$ cat config.mk
export PLATFORM = sky130hd
export DESIGN_NAME = matrix_loader
export DESIGN_NICKNAME = d
export VERILOG_FILES = /design/src/rtl/matrix_pkg.sv /design/src/rtl/matrix_elem_bank.sv /design/src/rtl/matrix_loader.sv
export SDC_FILE = /design/constraint.sdc
export NUM_CORES = 1
export LEC_CHECK = 0
export ABC_AREA = 1
export ABC_CLOCK_PERIOD_IN_PS = 2500
export CORE_MARGIN = 2
export CORE_UTILIZATION = 40
export DETAILED_ROUTE_END_ITERATION = 8
export GPL_ROUTABILITY_DRIVEN = 0
export PLACE_DENSITY = 0.66
export SLEW_MARGIN = 20
export SYNTH_ARGS = -nofsm -noshare
export SYNTH_HDL_FRONTEND = slang
export SYNTH_HIERARCHICAL = 1
export SYNTH_SLANG_ARGS = --single-unit
$ cat constraint.sdc
create_clock -name clk -period 2.5 [get_ports clk]
set_input_delay 0.5 -clock clk [delete_from_list [all_inputs] [get_ports clk]]
set_output_delay 0.5 -clock clk [all_outputs]
set_load 0.01 [all_outputs]
$ cat src/rtl/matrix_pkg.sv
// matrix_pkg: shared element width, element counts and loader state encoding
package matrix_pkg;
    localparam int ELEM_W = 8;
    localparam int N      = 3;
    localparam int NELEM  = N * N;
    localparam int NTOTAL = 2 * NELEM;
    typedef enum logic [2:0] {FILL_A, FILL_B, LOAD, WAIT, DONE} state_t;
endpackage

$ cat src/rtl/matrix_elem_bank.sv
// matrix_elem_bank: 18-entry operand register bank written one element at a time
//   i_clk, i_rst_n : clock, async active-low clear
//   i_we, i_idx    : write enable and element index (0..17)
//   i_data         : element written at i_idx
//   o_regs         : all 18 elements in parallel (A row-major, then B row-major)
module matrix_elem_bank
    import matrix_pkg::*;
#(
    parameter int W = ELEM_W
) (
    input  logic         i_clk,
    input  logic         i_rst_n,
    input  logic         i_we,
    input  logic [4:0]   i_idx,
    input  logic [W-1:0] i_data,
    output logic [W-1:0] o_regs [NTOTAL]
);
    logic [W-1:0] r_regs [NTOTAL];
    always_ff @(posedge i_clk or negedge i_rst_n) begin
        if (!i_rst_n) begin
            for (int i = 0; i < NTOTAL; i++) r_regs[i] <= '0;
        end else if (i_we && i_idx < 5'(NTOTAL)) begin
            r_regs[i_idx] <= i_data;
        end
    end
    assign o_regs = r_regs;
endmodule

$ cat src/rtl/matrix_loader.sv
// matrix_loader: byte-serial loader that fills A/B operands, strobes Load and flags Done
//   clk, Reset          : clock, async active-low reset
//   Ain, Ain_valid      : element stream in; Ain_ready high only while filling
//   Abort               : synchronous restart of the fill (operands retained)
//   A00..A22, B00..B22  : operand registers, row-major
//   Load, Done, Cnt     : load strobe, result-valid pulse, elements accepted this frame
module matrix_loader
    import matrix_pkg::*;
#(
    parameter int W            = ELEM_W,
    parameter int LOAD_CYCLES  = 1,
    parameter int MULT_LATENCY = 2
) (
    input  logic         clk,
    input  logic         Reset,
    input  logic [W-1:0] Ain,
    input  logic         Ain_valid,
    output logic         Ain_ready,
    input  logic         Abort,
    output logic [W-1:0] A00, A01, A02, A10, A11, A12, A20, A21, A22,
    output logic [W-1:0] B00, B01, B02, B10, B11, B12, B20, B21, B22,
    output logic         Load,
    output logic         Done,
    output logic [4:0]   Cnt
);
    localparam logic [3:0] LC_LAST = 4'(LOAD_CYCLES - 1);
    localparam logic [3:0] ML_LAST = 4'(MULT_LATENCY - 1);
    state_t       r_state;
    logic [4:0]   r_cnt;
    logic [3:0]   r_tmr;
    logic         r_load, r_done;
    logic         w_xfer;
    logic [W-1:0] w_regs [NTOTAL];
    assign Ain_ready = (r_state == FILL_A) || (r_state == FILL_B);
    assign w_xfer    = Ain_valid && Ain_ready && !Abort;
    matrix_elem_bank #(.W(W)) u_bank (
        .i_clk   (clk),
        .i_rst_n (Reset),
        .i_we    (w_xfer),
        .i_idx   (r_cnt),
        .i_data  (Ain),
        .o_regs  (w_regs)
    );
    always_ff @(posedge clk or negedge Reset) begin
        if (!Reset) begin
            r_state <= FILL_A;
            r_cnt   <= '0;
            r_tmr   <= '0;
            r_load  <= 1'b0;
            r_done  <= 1'b0;
        end else if (Abort) begin
            r_state <= FILL_A;
            r_cnt   <= '0;
            r_tmr   <= '0;
            r_load  <= 1'b0;
            r_done  <= 1'b0;
        end else begin
            case (r_state)
                FILL_A, FILL_B: if (w_xfer) begin
                    r_cnt <= r_cnt + 5'd1;
                    if (r_cnt == 5'(NELEM - 1)) r_state <= FILL_B;
                    if (r_cnt == 5'(NTOTAL - 1)) begin
                        r_state <= LOAD;
                        r_load  <= 1'b1;
                        r_tmr   <= '0;
                    end
                end
                LOAD: if (r_tmr == LC_LAST) begin
                    // zero multiplier latency skips WAIT entirely
                    r_load  <= 1'b0;
                    r_tmr   <= '0;
                    r_state <= (MULT_LATENCY == 0) ? DONE : WAIT;
                    r_done  <= (MULT_LATENCY == 0);
                end else begin
                    r_tmr <= r_tmr + 4'd1;
                end
                WAIT: if (r_tmr == ML_LAST) begin
                    r_state <= DONE;
                    r_done  <= 1'b1;
                end else begin
                    r_tmr <= r_tmr + 4'd1;
                end
                DONE: begin
                    r_state <= FILL_A;
                    r_done  <= 1'b0;
                    r_cnt   <= '0;
                end
                default: r_state <= FILL_A;
            endcase
        end
    end
    assign Load = r_load;
    assign Done = r_done;
    assign Cnt  = r_cnt;
    assign {A00, A01, A02} = {w_regs[0],  w_regs[1],  w_regs[2]};
    assign {A10, A11, A12} = {w_regs[3],  w_regs[4],  w_regs[5]};
    assign {A20, A21, A22} = {w_regs[6],  w_regs[7],  w_regs[8]};
    assign {B00, B01, B02} = {w_regs[9],  w_regs[10], w_regs[11]};
    assign {B10, B11, B12} = {w_regs[12], w_regs[13], w_regs[14]};
    assign {B20, B21, B22} = {w_regs[15], w_regs[16], w_regs[17]};
endmodule
==> results.sh, run 1 <==
export IMPL_outcome="finished, final reports clean"
export IMPL_tritoncts_num_buffers=17
export IMPL_slew_headroom=0.645
export IMPL_grt_use_total=0.212
export IMPL_post_synth_num_cell_types=27
export IMPL_antenna_left=0
export IMPL_yosys_area_share_adder=0.0103
export IMPL_fp_dieArea_mm2=0.0194
export IMPL_chipWidth_um=139
export IMPL_finalCritPeriodShare=0.918
export IMPL_maxClockFrequency_mhz=436
export IMPL_timing_final_ws_setup_ns=0.206
export IMPL_finalWirelength_um=20200
export IMPL_layout_drive_gt1_share=0.112
export IMPL_hold_class="in2async"
export IMPL_most_common_layout_cells="nand2_1, clkdlybuf4s50_1, dfrtp_1, nand4_1"
export IMPL_number_of_non_filler_instances_in_the_completed_layout=1199
export IMPL_floorplan_initialDensity=0.407
export IMPL_synthMuxAreaShare=0
export IMPL_cts_root_buf="clkbuf_16"
export IMPL_cts_clk_slew_worst_paths_ns=0.06
export IMPL_final_setup_viol_count=0
export IMPL_maxCapViolations=0
export IMPL_nets_finish=976
export IMPL_numPortBuffers=163
export IMPL_grt_antenna_before_repair=0
export IMPL_top_fanout_value_on_the_critical_path=6
export IMPL_synth_nets=822
export IMPL_setup_worst_path_start_class="flop"
export IMPL_number_of_buffers_and_inverters_on_the_critical_path=1
export IMPL_maximum_ir_drop_on_the_vdd_rail_mv=0.481
export IMPL_syn_area_per_cell_um2=9.09
export IMPL_grt_start_max_net_pins=70
export IMPL_route_detailed_wl_per_inst_um=16.9
export IMPL_mostFrequentLayoutCell="nand2_1"
export IMPL_mappedNetlistArea_mm2=0.00731
export IMPL_cp_slowest_stage_delay_ns=0.61
export IMPL_post_synth_inst_count=804
export IMPL_worst_slew_pin_transition_ns=0.532
export IMPL_timing_worst_setup_path_type="reg2out"
export IMPL_post_cts_setup_buffers=0
export IMPL_htree_levels=4
export IMPL_total_of_warnings_raised_by_yosys=6
export IMPL_pre_cts_slack_ns=0.263
export IMPL_numClockSinks=158
export IMPL_cts_max_path_buffers=2
export IMPL_crit_path_cell_trace="nor2_2 -> clkdlybuf4s50_1"
export IMPL_power_density_mw_per_mm2=664
export IMPL_swShare=0.247
export IMPL_cellInternalPower_mw=4.92
export IMPL_final_critical_path_required_period_ns=2.29
export IMPL_tritoncts="done"
export IMPL_hold_viol_final=0
export IMPL_globalRoute_totalOverflow=0
export IMPL_dp_hpwl_um=13100
export IMPL_leakage_nw=4.73
export IMPL_core_rowCount=49
export IMPL_timing_critical_path_required_ns=2.00
export IMPL_grt_first_pass_wirelength_um=32300
export IMPL_dp_cells=1168
export IMPL_via_per_inst=5.15
export IMPL_part_of_the_power_in_registers=0.437
export IMPL_fill_cells=1607
export IMPL_ant_cells=0
export IMPL_drt_pass1_iterations=5
export IMPL_synth_top_family_by_area="simple AND/OR/NAND/NOR gates"
export IMPL_worst_setup_path_end_kind="primary output"
export IMPL_core_mm2=0.0180
export IMPL_io_pins=164
export IMPL_synth_compound_area_frac=0.00787
export IMPL_detailed_route_iter0_violations=437
export IMPL_layout_area_overhead_vs_synth_pct=34.8
export IMPL_synth_ff_latch_count=158
export IMPL_critical_path_slowest_cell="clkdlybuf4s50_1"
export IMPL_ys_seq_area_frac=0.541
export IMPL_synth_simple_gate_area_share=0.388
export IMPL_finalInstanceArea_mm2=0.00985
export IMPL_grt_pass1_vias=5786
export IMPL_routed_via_count=6175
export IMPL_placedInstanceArea_mm2=0.00922
export IMPL_cts_resized_gates=0
export IMPL_worstPathArrival_ns=1.79
export IMPL_postCtsHoldBufs=0
export IMPL_worstSkewPairLatency_ns=0.43
export IMPL_p_comb_frac=0.139
export IMPL_power_frac_clock=0.424
export IMPL_tns_ns=0
export IMPL_switching_power_mw=1.62
export IMPL_synth_xor_xnor_area_share=0.00359
export IMPL_clock_skew_final_ns=0.00786
export IMPL_path_delay_family="buffers and inverters"
export IMPL_timing_final_max_slew_violations=0
export IMPL_floorplan_die_height_um=139
export IMPL_detail_route_drc_violations=0
export IMPL_rsz_0062_raised_after_global_routing="no"
logic make-up after synthesis:
family | after synthesis
AND/OR/NAND/NOR | 551
flip-flops | 158
buffers and inverters | 75
AO/OA/AOI/OAI | 11
adder cells (fa/ha/maj) | 6
XOR/XNOR | 3
layer usage:
| layer | share of wire | routed length, um | global-route usage | vias to the layer above |
|---|---|---|---|---|
| met2 | 0.48 | 9650 | 0.330 | 194 |
| met1 | 0.46 | 9250 | 0.299 | 2930 |
| met5 | 0 | 0 | 0 | - |
| met4 | 0.011 | 230 | 0.0723 | 0 |
| li1 | - | - | - | 3032 |
| met3 | 0.054 | 1090 | 0.0390 | 19 |
layout make-up:
cell class,instances,area [um^2],share of cell area
clock inverters,9,158,0.0160
well taps,229,287,0.0291
multi-input cells,571,3010,0.306
flip-flops and latches,158,3950,0.401
repair buffers,186,1880,0.191
clock buffers,22,474,0.0481
inverters,24,90.1,0.00914
cells in the mapped netlist (all sizes together):
| library cell | count | share of area |
|---|---|---|
| a21boi | 1 | 0.0010 |
| a21oi | 5 | 0.0034 |
| buf | 29 | 0.026 |
| clkbuf | 22 | 0.011 |
| dfrtp | 158 | 0.54 |
| ha | 6 | 0.010 |
| inv | 24 | 0.012 |
| nand2 | 327 | 0.17 |
| nand3 | 31 | 0.045 |
| nand4 | 144 | 0.12 |
| nor2 | 43 | 0.043 |
| nor3 | 5 | 0.0034 |
| nor3b | 1 | 0.0017 |
| o21ai | 5 | 0.0034 |
| xnor2 | 2 | 0.0024 |
| xor2 | 1 | 0.0012 |
registers in the layout (all words and copies together), names as in the netlist:
signal / flops
Load: 1
Done: 1
r_state: 3
u_bank/o_regs: 144
r_tmr: 4
Cnt: 5
power by group through the flow:
| stage | clock network, mW | registers [mW] | logic (mW) |
|---|---|---|---|
| 5_1_grt | 2.92 | 2.88 | 0.988 |
| 3_3_place_gp | 0 | 2.90 | 0.897 |
| 6_report | 2.77 | 2.86 | 0.907 |
| 2_1_floorplan | 0 | 2.97 | 0.278 |
| 3_5_place_dp | 0 | 2.90 | 0.916 |
| 4_1_cts | 2.83 | 2.86 | 0.918 |
final timing paths:
path | from | end | slack [ns] | cells past startpoint
worst min-delay path | Reset | u_bank/o_regs[31]$_DFFE_PN0P_ | 0.02 | 1
min in group clk | u_bank/o_regs[110]$_DFFE_PN0P_ | u_bank/o_regs[110]$_DFFE_PN0P_ | 0.47 | 2
worst max register to register | r_state[2]$_DFFE_PN0P_ | u_bank/o_regs[121]$_DFFE_PN0P_ | 0.55 | 8
worst max-delay path | r_state[2]$_DFFE_PN0P_ | Ain_ready | 0.21 | 2
worst min register to register | u_bank/o_regs[110]$_DFFE_PN0P_ | u_bank/o_regs[110]$_DFFE_PN0P_ | 0.47 | 2
max in group asynchronous | Reset | u_bank/o_regs[119]$_DFFE_PN0P_ | 1.78 | 2
per-stage QoR:
stage / utilization / hold WS, ns / power [mW]
after detailed placement: 0.513 / 0.459 / 3.82
after floorplan: - / 0.204 / 3.25
after global routing: 0.549 / 0.0593 / 6.79
after CTS: 0.549 / 0.0303 / 6.61
final: 0.549 / 0.0199 / 6.54
after global placement: 0.513 / 0.455 / 3.80
(Power assumes the default switching activity.)
==> run 2: changes to the inputs <==
MAX_ROUTING_LAYER = met4   (was default)
PLACE_DENSITY = 0.67   (was 0.66)
SYNTH_HIERARCHICAL = default   (was 1)
==> run 2 against run 1 <==
  * Sequential share of layout area grew 3.1 points
  * Flip-flop and latch count did not move
  * Fmax rose by 11%
  * Die area decreased by 11%
  * Combinational power down 29%
  * Clock skew barely moved
  * Largest cell class unchanged
  * Largest power group is now the clock network
  * Highest routed layer unchanged
==> results.sh, run 2 <==
export IMPL_outcome="finished, final reports clean"
export IMPL_r2r_start="Cnt[2]$_DFFE_PN0P_"
export IMPL_layout_drive_gt1_share=0.0751
export IMPL_worstSkewPairLatency_ns=0.42
export IMPL_maximum_ir_drop_on_the_vdd_rail_mv=0.498
export IMPL_power_frac_clock=0.470
export IMPL_cp_slowest_stage_delay_ns=0.55
export IMPL_tritoncts_num_buffers=17
export IMPL_cts_root_buf="clkbuf_16"
export IMPL_slew_headroom=0.599
export IMPL_part_of_the_power_in_registers=0.430
export IMPL_critical_path_slowest_cell="clkdlybuf4s50_1"
export IMPL_numPortBuffers=163
export IMPL_grt_use_total=0.224
export IMPL_synth_ff_latch_count=158
export IMPL_worst_reg_to_reg_cells=8
export IMPL_drt_pass1_iterations=5
export IMPL_post_synth_inst_count=717
export IMPL_synth_edf_count=0
export IMPL_layout_area_overhead_vs_synth_pct=40.7
export IMPL_route_detailed_wl_per_inst_um=16.3
export IMPL_floorplan_initialDensity=0.409
export IMPL_p_comb_frac=0.100
export IMPL_cts_max_path_buffers=2
export IMPL_hold_worst_slack_ns=0.0715
export IMPL_grt_pass1_vias=5358
export IMPL_maxClockFrequency_mhz=485
export IMPL_worst_setup_path_end_kind="primary output"
export IMPL_worstPathArrival_ns=1.56
export IMPL_cellInternalPower_mw=4.95
export IMPL_final_setup_viol_count=0
export IMPL_synth_nets=736
export IMPL_antenna_left=0
export IMPL_dominantRegCellSynth="dfrtp_1"
export IMPL_most_common_layout_cells="nand2_1, clkdlybuf4s50_1, dfrtp_1, nand3_1, o21ai_0"
export IMPL_switching_power_mw=1.47
export IMPL_maxCapViolations=0
export IMPL_netlist_top_cell_by_area="dfrtp_1"
export IMPL_swShare=0.229
export IMPL_timing_rr_end="u_bank.o_regs[71]$_DFFE_PN0P_"
export IMPL_timing_final_max_slew_violations=0
export IMPL_post_synth_num_cell_types=25
export IMPL_most_used_standard_cell_by_instance_count_after_synthesis="nand2_1"
export IMPL_timing_final_ws_setup_ns=0.437
export IMPL_timing_reg2reg_setup_slack_ns=0.65
export IMPL_tritoncts="done"
export IMPL_via_per_inst=4.87
export IMPL_htree_levels=4
export IMPL_totalPowerFinal_mw=6.43
export IMPL_numClockSinks=158
export IMPL_ant_cells=0
export IMPL_clock_skew_final_ns=0.00749
export IMPL_grt_first_pass_wirelength_um=29500
export IMPL_core_rowCount=46
export IMPL_cts_resized_gates=0
export IMPL_final_critical_path_required_period_ns=2.06
export IMPL_path_delay_family="buffers and inverters"
export IMPL_synth_commonest_cells="nand2_1, dfrtp_1, nand3_1"
export IMPL_globalRoute_totalOverflow=0
export IMPL_detail_route_drc_violations=0
export IMPL_pre_cts_slack_ns=0.324
export IMPL_io_pins=164
export IMPL_detailed_route_iter0_violations=503
export IMPL_leakage_nw=4.51
export IMPL_crit_path_cell_trace="nor2_4 -> clkdlybuf4s50_1"
export IMPL_dp_hpwl_um=12700
export IMPL_number_of_buffers_and_inverters_on_the_critical_path=1
export IMPL_chipWidth_um=132
export IMPL_finalCritPeriodShare=0.825
export IMPL_fp_dieArea_mm2=0.0173
export IMPL_grt_start_max_net_pins=63
export IMPL_rsz_0062_raised_after_global_routing="no"
export IMPL_mappedNetlistArea_mm2=0.00650
export IMPL_routed_via_count=5464
export IMPL_postCtsHoldBufs=0
export IMPL_synth_top_area_frac=0.608
export IMPL_nets_finish=911
export IMPL_grt_antenna_before_repair=0
export IMPL_ys_seq_area_frac=0.608
export IMPL_worst_slew_pin_transition_ns=0.602
export IMPL_core_mm2=0.0159
export IMPL_synth_async_sr_flop_share=1.00
export IMPL_syn_area_per_cell_um2=9.07
export IMPL_netlist_top_cells_area="dfrtp_1, nand2_1, nand3_1"
export IMPL_hold_viol_final=0
export IMPL_total_of_warnings_raised_by_yosys=0
export IMPL_tns_ns=0
export IMPL_power_density_mw_per_mm2=702
export IMPL_floorplan_die_height_um=132
export IMPL_post_cts_setup_buffers=0
export IMPL_top_fanout_value_on_the_critical_path=5
export IMPL_cts_clk_slew_worst_paths_ns=0.06
export IMPL_timing_critical_path_required_ns=2.00
export IMPL_number_of_flip_flops_under_the_largest_register_name=144
export IMPL_path_depth=2
export IMPL_mostFrequentLayoutCell="nand2_1"
export IMPL_timing_worst_setup_path_type="reg2out"
export IMPL_setup_worst_path_start_class="flop"
export IMPL_hold_class="in2async"
export IMPL_finalWirelength_um=18300
## run 2: cell families (layout without fill, tap and decap cells)
kind of cell,count (synthesis),after routing,share of synthesized area
and+or+nand+nor,404,404,0.265
DFF,158,158,0.608
AOI/OAI and AO/OA,76,76,0.0606
buffers and inverters,69,257,0.0485
adders and majority gates,7,7,0.0135
xor gates and xnor gates,3,3,0.00404
## run 2: layout make-up
type | count | area (um^2)
well taps | 216 | 270
clock inverters | 12 | 229
multi-input cells | 490 | 2230
inverters | 37 | 140
clock buffers | 20 | 467
fillers | 1426 | 6730
flip-flops and latches | 158 | 3950
repair buffers | 188 | 1860
## run 2: metal layers
metal,track usage,up-vias,part of all wire,wire (um)
met4,0.0592,0,0.013,230
li1,-,2659,-,-
met5,-,-,0,0
met2,0.348,181,0.48,8800
met3,0.0556,15,0.061,1110
met1,0.296,2609,0.45,8150
## run 2: worst register-to-register path, cell delays in order, from the launching register on
cell and delay, ns:
dfrtp_1 0.47, inv_1 0.13, nand2_1 0.10, o21ai_4 0.21, nand2_4 0.11, nor2_4 0.26
nand2_1 0.27, nand2_1 0.14, nand2_1 0.05
## run 2: worst max-delay path by stage
stage	from	slack, ns	to
after floorplan	Cnt[2]$_DFFE_PN0P_	0.89	u_bank.o_regs[15]$_DFFE_PN0P_
after global placement	Abort	0.36	u_bank.o_regs[134]$_DFFE_PN0P_
after detailed placement	Abort	0.32	u_bank.o_regs[143]$_DFFE_PN0P_
after CTS	r_state[2]$_DFFE_PN0P_	0.42	Ain_ready
after global routing	r_state[2]$_DFFE_PN0P_	0.38	Ain_ready
final	r_state[2]$_DFFE_PN0P_	0.44	Ain_ready
## run 2: power groups by stage
| stage | Sequential [mW] | Combinational, mW | Clock (mW) |
|---|---|---|---|
| floorplan | 2.85 | 0.177 | 0 |
| global placement | 2.81 | 0.639 | 0 |
| detailed placement | 2.81 | 0.649 | 0 |
| CTS | 2.77 | 0.652 | 3.06 |
| global route | 2.78 | 0.705 | 3.16 |
| finish | 2.76 | 0.644 | 3.02 |
## run 2: stage by stage
stage	util	instances	area, um^2
floorplan	-	717	6500
global placement	0.532	1089	8460
detailed placement	0.532	1089	8460
CTS	0.576	1121	9150
global route	0.576	1121	9150
finish	0.576	1121	9150
